**src/rtl/miner_job_master.sv**
```systemverilog
// Avalon-MM master that runs one SHA3 miner job: loads the registers, starts the miner, collects the solution.
// Latency: first write the cycle after accept, 19 write cycles to start, result 9 cycles after the IRQ (4 reads + stop).
// Backpressure: job_ready only in IDLE; the result is held in RESULT until res_ready; no waitrequest on the slave side.
module miner_job_master #(
  parameter int TIMEOUT_W = 32,
  parameter int TIMEOUT   = 0
) (
  input  logic         clk,
  input  logic         rst,
  input  logic         job_valid,
  output logic         job_ready,
  input  logic [255:0] job_header,
  input  logic [255:0] job_difficulty,
  input  logic [63:0]  job_start_nonce,
  input  logic [7:0]   job_pad_first,
  input  logic [7:0]   job_pad_last,
  input  logic         job_test,
  input  logic         abort,
  output logic [4:0]   avm_address,
  output logic         avm_read,
  output logic         avm_write,
  output logic [31:0]  avm_writedata,
  input  logic [31:0]  avm_readdata,
  input  logic         avm_irq,
  output logic         res_valid,
  input  logic         res_ready,
  output logic [63:0]  res_nonce,
  output logic [31:0]  res_status,
  output logic         res_timeout,
  output logic         busy
);

  localparam logic                 TO_EN   = (TIMEOUT != 0);
  localparam logic [TIMEOUT_W-1:0] TO_LAST = TIMEOUT_W'(TIMEOUT - 1);
  localparam logic [4:0]           A_SOL0  = 5'd0;
  localparam logic [4:0]           A_SOL1  = 5'd1;
  localparam logic [4:0]           A_STAT  = 5'd2;
  localparam logic [4:0]           A_HDR   = 5'd4;
  localparam logic [4:0]           A_CTL   = 5'd22;

  typedef enum logic [3:0] {
    S_IDLE, S_LOAD, S_RUN, S_WAIT_IRQ, S_RD_CTL,
    S_RD_SOL0, S_RD_SOL1, S_RD_STAT, S_STOP, S_RESULT
  } state_t;

  state_t               state, state_nxt;
  logic                 rd_cap, rd_cap_nxt;   // 0: ISSUE phase, 1: CAPTURE phase
  logic [4:0]           load_idx, load_idx_nxt;
  logic [TIMEOUT_W-1:0] wait_cnt;
  logic                 job_ready_q;

  logic [255:0]         header_q, difficulty_q;
  logic [63:0]          start_nonce_q;
  logic [7:0]           pad_first_q, pad_last_q;
  logic                 test_q;
  logic                 drop_q, timeout_q;
  logic [63:0]          nonce_q;
  logic [31:0]          status_q;

  logic                 accept, drop_set, timeout_set;
  logic                 rd_active;
  logic [4:0]           rd_addr;
  state_t               rd_next;

  // The 18 load words in bus order: header, difficulty, nonce, each most-significant word first.
  logic [575:0] load_vec;
  logic [31:0]  load_word;
  assign load_vec  = {header_q, difficulty_q, start_nonce_q};
  assign load_word = load_vec[32*(17 - int'(load_idx)) +: 32];

  // State register; job_ready is registered so it rises on the first edge after reset.
  always_ff @(posedge clk or posedge rst) begin
    if (rst) begin
      state       <= S_IDLE;
      rd_cap      <= 1'b0;
      load_idx    <= '0;
      job_ready_q <= 1'b0;
    end else begin
      state       <= state_nxt;
      rd_cap      <= rd_cap_nxt;
      load_idx    <= load_idx_nxt;
      job_ready_q <= (state_nxt == S_IDLE);
    end
  end

  // Wait-for-solution counter: zero on the first WAIT_IRQ cycle, counts while waiting.
  always_ff @(posedge clk or posedge rst) begin
    if (rst)                     wait_cnt <= '0;
    else if (state != S_WAIT_IRQ) wait_cnt <= '0;
    else                         wait_cnt <= wait_cnt + 1'b1;
  end

  // Job latch, end-of-job flags and read-back capture.
  always_ff @(posedge clk or posedge rst) begin
    if (rst) begin
      header_q      <= '0;
      difficulty_q  <= '0;
      start_nonce_q <= '0;
      pad_first_q   <= '0;
      pad_last_q    <= '0;
      test_q        <= 1'b0;
      drop_q        <= 1'b0;
      timeout_q     <= 1'b0;
      nonce_q       <= '0;
      status_q      <= '0;
    end else begin
      if (accept) begin
        header_q      <= job_header;
        difficulty_q  <= job_difficulty;
        start_nonce_q <= job_start_nonce;
        pad_first_q   <= job_pad_first;
        pad_last_q    <= job_pad_last;
        test_q        <= job_test;
        drop_q        <= 1'b0;
        timeout_q     <= 1'b0;
        nonce_q       <= '0;
        status_q      <= '0;
      end
      if (drop_set)    drop_q    <= 1'b1;
      if (timeout_set) timeout_q <= 1'b1;
      if (rd_cap) begin
        case (state)
          S_RD_SOL0: nonce_q[31:0]  <= avm_readdata;
          S_RD_SOL1: nonce_q[63:32] <= avm_readdata;
          S_RD_STAT: status_q       <= avm_readdata;
          default:   ;
        endcase
      end
    end
  end

  // Next state and bus strobes; abort always lets the current single-cycle access finish first.
  always_comb begin
    state_nxt     = state;
    rd_cap_nxt    = rd_cap;
    load_idx_nxt  = load_idx;
    avm_address   = '0;
    avm_read      = 1'b0;
    avm_write     = 1'b0;
    avm_writedata = '0;
    accept        = 1'b0;
    drop_set      = 1'b0;
    timeout_set   = 1'b0;
    rd_active     = 1'b0;
    rd_addr       = '0;
    rd_next       = S_IDLE;
    case (state)
      S_IDLE: begin
        if (job_valid && job_ready_q) begin
          accept       = 1'b1;
          load_idx_nxt = '0;
          state_nxt    = S_LOAD;
        end
      end
      S_LOAD: begin
        avm_write     = 1'b1;
        avm_address   = A_HDR + load_idx;
        avm_writedata = load_word;
        if (abort) begin
          drop_set  = 1'b1;
          state_nxt = S_STOP;
        end else if (load_idx == 5'd17) begin
          state_nxt = S_RUN;
        end else begin
          load_idx_nxt = load_idx + 5'd1;
        end
      end
      S_RUN: begin
        avm_write     = 1'b1;
        avm_address   = A_CTL;
        avm_writedata = {pad_first_q, pad_last_q, 13'b0, 1'b0, test_q, 1'b1};
        drop_set      = abort;
        state_nxt     = abort ? S_STOP : S_WAIT_IRQ;
      end
      S_WAIT_IRQ: begin
        if (abort) begin
          drop_set  = 1'b1;
          state_nxt = S_STOP;
        end else if (avm_irq) begin
          rd_cap_nxt = 1'b0;
          state_nxt  = S_RD_CTL;
        end else if (TO_EN && (wait_cnt == TO_LAST)) begin
          timeout_set = 1'b1;
          state_nxt   = S_STOP;
        end
      end
      S_RD_CTL: begin
        rd_active = 1'b1;
        rd_addr   = A_CTL;
        rd_next   = S_RD_SOL0;
      end
      S_RD_SOL0: begin
        rd_active = 1'b1;
        rd_addr   = A_SOL0;
        rd_next   = S_RD_SOL1;
      end
      S_RD_SOL1: begin
        rd_active = 1'b1;
        rd_addr   = A_SOL1;
        rd_next   = S_RD_STAT;
      end
      S_RD_STAT: begin
        rd_active = 1'b1;
        rd_addr   = A_STAT;
        rd_next   = S_STOP;
      end
      S_STOP: begin
        avm_write     = 1'b1;
        avm_address   = A_CTL;
        avm_writedata = {pad_first_q, pad_last_q, 16'b0};
        state_nxt     = drop_q ? S_IDLE : S_RESULT;
      end
      S_RESULT: begin
        if (res_ready) state_nxt = S_IDLE;
      end
      default: state_nxt = S_IDLE;
    endcase

    // Shared two-phase read sequencing for the RD_* states.
    if (rd_active) begin
      if (!rd_cap) begin
        avm_read    = 1'b1;
        avm_address = rd_addr;
        rd_cap_nxt  = 1'b1;
      end else begin
        rd_cap_nxt = 1'b0;
        state_nxt  = rd_next;
      end
      if (abort) begin
        drop_set   = 1'b1;
        rd_cap_nxt = 1'b0;
        state_nxt  = S_STOP;
      end
    end
  end

  assign job_ready   = job_ready_q;
  assign res_valid   = (state == S_RESULT);
  assign res_nonce   = nonce_q;
  assign res_status  = status_q;
  assign res_timeout = timeout_q;
  assign busy        = (state != S_IDLE);

endmodule

```
**config.mk**
```make
export PLATFORM = sky130hd
export DESIGN_NAME = miner_job_master
export DESIGN_NICKNAME = d
export VERILOG_FILES = /design/src/rtl/miner_job_master.sv
export SDC_FILE = /design/constraint.sdc
export NUM_CORES = 2
export LEC_CHECK = 0
export ABC_AREA = 0
export CAP_MARGIN = 20
export CORE_AREA = 5 5 292 294
export DETAILED_ROUTE_END_ITERATION = 16
export DIE_AREA = 0 0 297 299
export GPL_TIMING_DRIVEN = 0
export PLACE_DENSITY = 0.75
export SYNTH_ARGS = -nofsm -noshare
export SYNTH_HDL_FRONTEND = slang
export SYNTH_SLANG_ARGS = --single-unit
export TNS_END_PERCENT = 20
```
**constraint.sdc**
```tcl
create_clock -name clk -period 30.2 [get_ports clk]
set_input_delay 6.04 -clock clk [delete_from_list [all_inputs] [get_ports clk]]
set_output_delay 6.04 -clock clk [all_outputs]
set_load 0.03 [all_outputs]
```
---- Word level (Yosys, flattened, before mapping) ----
Cells that the tools add are included.
W data, S select, Z words.
word-level totals
  bits in registers ....................... 701
cells by class
  add/sub/neg operators ................... 3
  equality and inequality tests ........... 14
  shift-type cells ........................ 1
  mux-type cells .......................... 46
  reductions and logical operators ........ 14
operators by type and width
  cell                   number
  $shiftx A576 B11 Y32   1
  $mux W32               5
  $mux W64               2
  $pmux W32 S3           1
  $mux W4                11
  $pmux W4 S7            1
  $mux W5                5
  $pmux W5 S2            2
  $eq A4 B3 Y1 const B   4
  $mux W1                16
  $pmux W4 S4            1
  $pmux W5 S3            1
  $eq A4 B2 Y1 const B   2
  $eq A4 B4 Y1 const B   2
  $logic_not A4 Y1       2
  $reduce_bool A2 Y1     4
  $ne A2 B2 Y1 const B   3
  $sub A5 B5 Y6 const A  1
  $add A3 B5 Y5 const A  1
  $add A5 B1 Y5 const B  1
  $eq A5 B5 Y1 const B   1
  $eq A4 B1 Y1 const B   1
  $reduce_and A4 Y1      1
  $reduce_bool A4 Y1     1
  other kinds (7)        8

---- Logic depth before layout (Yosys ltp) ----
  depth after elaboration ................. 8
  depth in mapped cells ................... 12
  gate-level depth less buffers ........... 7

---- Least setup slack after synthesis ----
No wires, ideal clock.
  kind .................................... register -> output
  start point ............................. reg load_idx[1]
  end point ............................... out avm_writedata[18]
  data arrival time ....................... 2.794 ns
  path slack .............................. 21.366 ns
  stages on the path, launching flop included .. 13
  cell sequence ........................... dfrtp_1 > clkbuf_1 > buf_4 > buf_4 > inv_1 > ha_1 > xnor2_1 > and2_1 > clkbuf_1 > clkbuf_1 > a22o_1 > a221oi_1 > o221ai_1
between the ends
  cells in the longest elaborated chain, start to end .. 3
ends and longest elaborated chain
  item                    line  RTL
  start, declared         48    logic [4:0] load_idx, load_idx_nxt;
  start signal, assigned  81    load_idx <= load_idx_nxt;
  $sub A5 B5 Y6           69    assign load_word = load_vec[32*(17 - int'(load_idx)) +: 32];
  $shiftx A576 B11 Y32    69
  $pmux W32 S3            147   case (state)
  end, declared           22    output logic [31:0] avm_writedata,
No other way between the ends.

---- Worst setup path in the final report ----
Ends and elaborated chain as after synthesis.

==> metrics <==
outcome complete, no violations; design area 42,900 sq um; Sw Pwr 0.00162 W; FP Rows between 100 and 150; P per Cell Area about 100 nW/um^2; complex-gate fraction of the synthesized area 6.07%; Max Root-Sink Buffers 3; Synth Flop Type dfrtp_1; simple-gate area share of the yosys netlist 1.36%; vias in the first global route about 24k; Resized Gates After CTS 0; DRC errors left 0; clock period minus worst slack 11.61 ns; Data arrival, critical path 5.57 ns; sequential group share of total power 35.2%; Fmax 86.1 MHz; Final GP Congestion 0.930; Slew Limit Fails 0; initial DRC count 1,611; CTS tree done; Top Ports 770; initial antenna violation count 56; largest family of logic cells by synthesized area multiplexers; largest net degree at the start of global routing about 140; Core Box Area between 80,000 and 90,000 sq um; switching part of the total 36.0%; dpl ws 18.90 ns; final worst slack 18.59 ns; first-pass iteration count of the detailed router 5; top cells by area, synth dfrtp_1 (57%), mux2_2 (20%), mux4_2 (9.4%); Peak VDD IR approximately 0.06 mV; first-pass GRT wire length 177,000 um; H-tree Lvls 3; CTS clock-pin slew for the worst setup and hold paths 0.06 ns; Tot GR Track Use 27.2%; Via density 5.59; Largest stage delay, worst path 0.77 ns; FFs w/ async S/R, synth 100%; die height 299 um; XOR/XNOR Fraction of Synth Area 0.256%; die area 88,800 sq um; total number of vias 22.3k; synthesized netlist cell count around 1.9k; post-synthesis adder-cell area fraction 0.203%; total CTS buffers 80; area of placed instances roughly 40,000 sq um; internal power 0.00288 W; post-synthesis sequential area ratio 57.0%; Slew @ Worst Pin 1.02 ns; hold_buf cts 0; Crit. End Element primary output; root buffer cell clkbuf_16; Synth Net Count 2,574; RSZ-0062 raised after global routing no; number of flops mapped to enable cells by yosys 0; Post-CTS Setup Bufs 0; Post-Syn Area 30,800 sq um; Min Hold Slack ~0.48 ns; crit-path cells clkbuf_1, buf_4, buf_4, inv_1, ha_1, xor2_1, nor2_1, clkbuf_1, a22o_1, a221oi_1, o221ai_1, clkdlybuf4s50_1; largest area contributor in the netlist dfrtp_1; Pleak roughly 17 nW; Area Overhead vs Synth 39.3%; layout cells sized above 1 32.9%; final worst-path cycle share 38.5%; HPWL after DPL ~95,000 um; worst hold path class register to register; Slowest cell on crit path clkdlybuf4s50_1; Worst-Skew Late Latency 0.63 ns; clk sinks between 700 and 800; ANT nets after route 0; WL final 124,000 um; Synth top area share 57.0%; distinct cell type count after synthesis 49; combinational group share of total power 42.3%; commonest non-fill, non-tap cell in the layout clkdlybuf4s50_1; initial core utilization 37.3%; Finish-stage setup viols 0; WS Path Type register to primary output; Worst slew margin roughly 32%; nets@finish 3,432; drt wl/cell 31.1 um; mux cell area share after synthesis 32.1%; IO Port Bufs 768; chip width slightly below 300 um; Post-Syn Area per Cell between 15 and 20 sq um; CP Launch Type register; yosys warns 0; grt ovf 0; final count of hold timing violations 0; CP Max Fanout 10; number of max-cap violations 0; commonest cells after routing, fill and taps aside clkdlybuf4s50_1 (768), dfrtp_1 (701), mux2_2 (557); Worst Skew 0.0222 ns; Crit path required time 24.16 ns; FF+latch count, synth 701; clock power share 22.5%
routing by layer:
metal	GRT usage [%]	part of all wire (%)	up-vias
met5	0	0.13	-
met4	10.6	3.8	24
met3	6.84	7.2	260
met2	45.2	49	990
met1	34.4	40	11900
li1	-	-	9158
power groups by stage:
stage          registers [W]  logic (W)  clock network [W]
2_1_floorplan        0.00151    0.00121                  0
3_3_place_gp         0.00157    0.00187                  0
3_5_place_dp         0.00159    0.00192                  0
4_1_cts              0.00158    0.00193            0.00103
5_1_grt              0.00162    0.00201            0.00107
6_report             0.00158    0.00190            0.00101
critical path, delay by kind of cell (launching register included):
kind                     cells  cell delay [ns]
AND/OR/NAND/NOR              1             0.60
buffers and inverters        6             2.49
adder cells (fa/ha/maj)      1             0.30
flip-flops                   1             0.42
AO/OA/AOI/OAI                3             0.92
XOR/XNOR                     1             0.18
layout make-up:
cell class | count | area [sq um]
antenna | 48 | 120
buffer | 152 | 902
clock buffer | 109 | 2290
clock inverter | 36 | 462
fill | 6732 | 39700
inverter | 9 | 41.3
multi-input combinational | 1076 | 12300
sequential | 701 | 17500
tap | 1080 | 1350
timing repair buffer | 776 | 7860
Yosys cell counts, drive strengths merged (2+ instances only):
library cell and number:
a21oi 7, a221oi 32, a22o 128, a31oi 3, and2 3, buf 112, clkbuf 40, dfrtp 701
ha 5, inv 9, mux2 594, mux2i 32, mux4 128, nand2 28, nand2b 6, nand3 2
nor2 19, nor2b 2, nor3 6, nor4 3, o21ai 10, o221ai 19, o22ai 18, o32ai 3
or3b 2, or4 3, or4b 2, xnor2 6, xor2 3
logic make-up after synthesis:
group	Yosys count
buffers and inverters	161
xor gates and xnor gates	9
DFF	701
adders and majority gates	5
and+or+nand+nor	81
other	1
muxes	754
AOI/OAI and AO/OA	226
metrics by stage:
stage	power, W	utilization, %	std cells	TNS, ns
2_1_floorplan	0.00272	-	1938	0
3_3_place_gp	0.00344	48.2	3786	-1669.06
3_5_place_dp	0.00351	48.4	3794	0
4_1_cts	0.00454	51.8	3939	0
5_1_grt	0.00470	51.9	3979	0
6_report	0.00450	51.9	3987	0
registers in the layout, indices dropped and copies added, names as in the netlist:
signal         flops
difficulty_q     256
drop_q             1
header_q         256
job_ready          1
load_idx           5
pad_first_q        8
pad_last_q         8
rd_cap             1
res_nonce         64
res_status        32
start_nonce_q     64
state              4
test_q             1
final timing paths:
path | startpoint | to | slack, ns | depth (start not counted)
min reg2reg | difficulty_q[233] | difficulty_q[233] | 0.48 | 1
max | load_idx[1] | avm_writedata[18] | 18.59 | 12
min | difficulty_q[233] | difficulty_q[233] | 0.48 | 1
max reg2reg | load_idx[1] | job_ready | 27.16 | 10
max in group asynchronous | rst | res_nonce[4] | 21.66 | 6
min in group asynchronous | rst | header_q[77] | 5.89 | 2
Power figures use the tool's default switching activity.
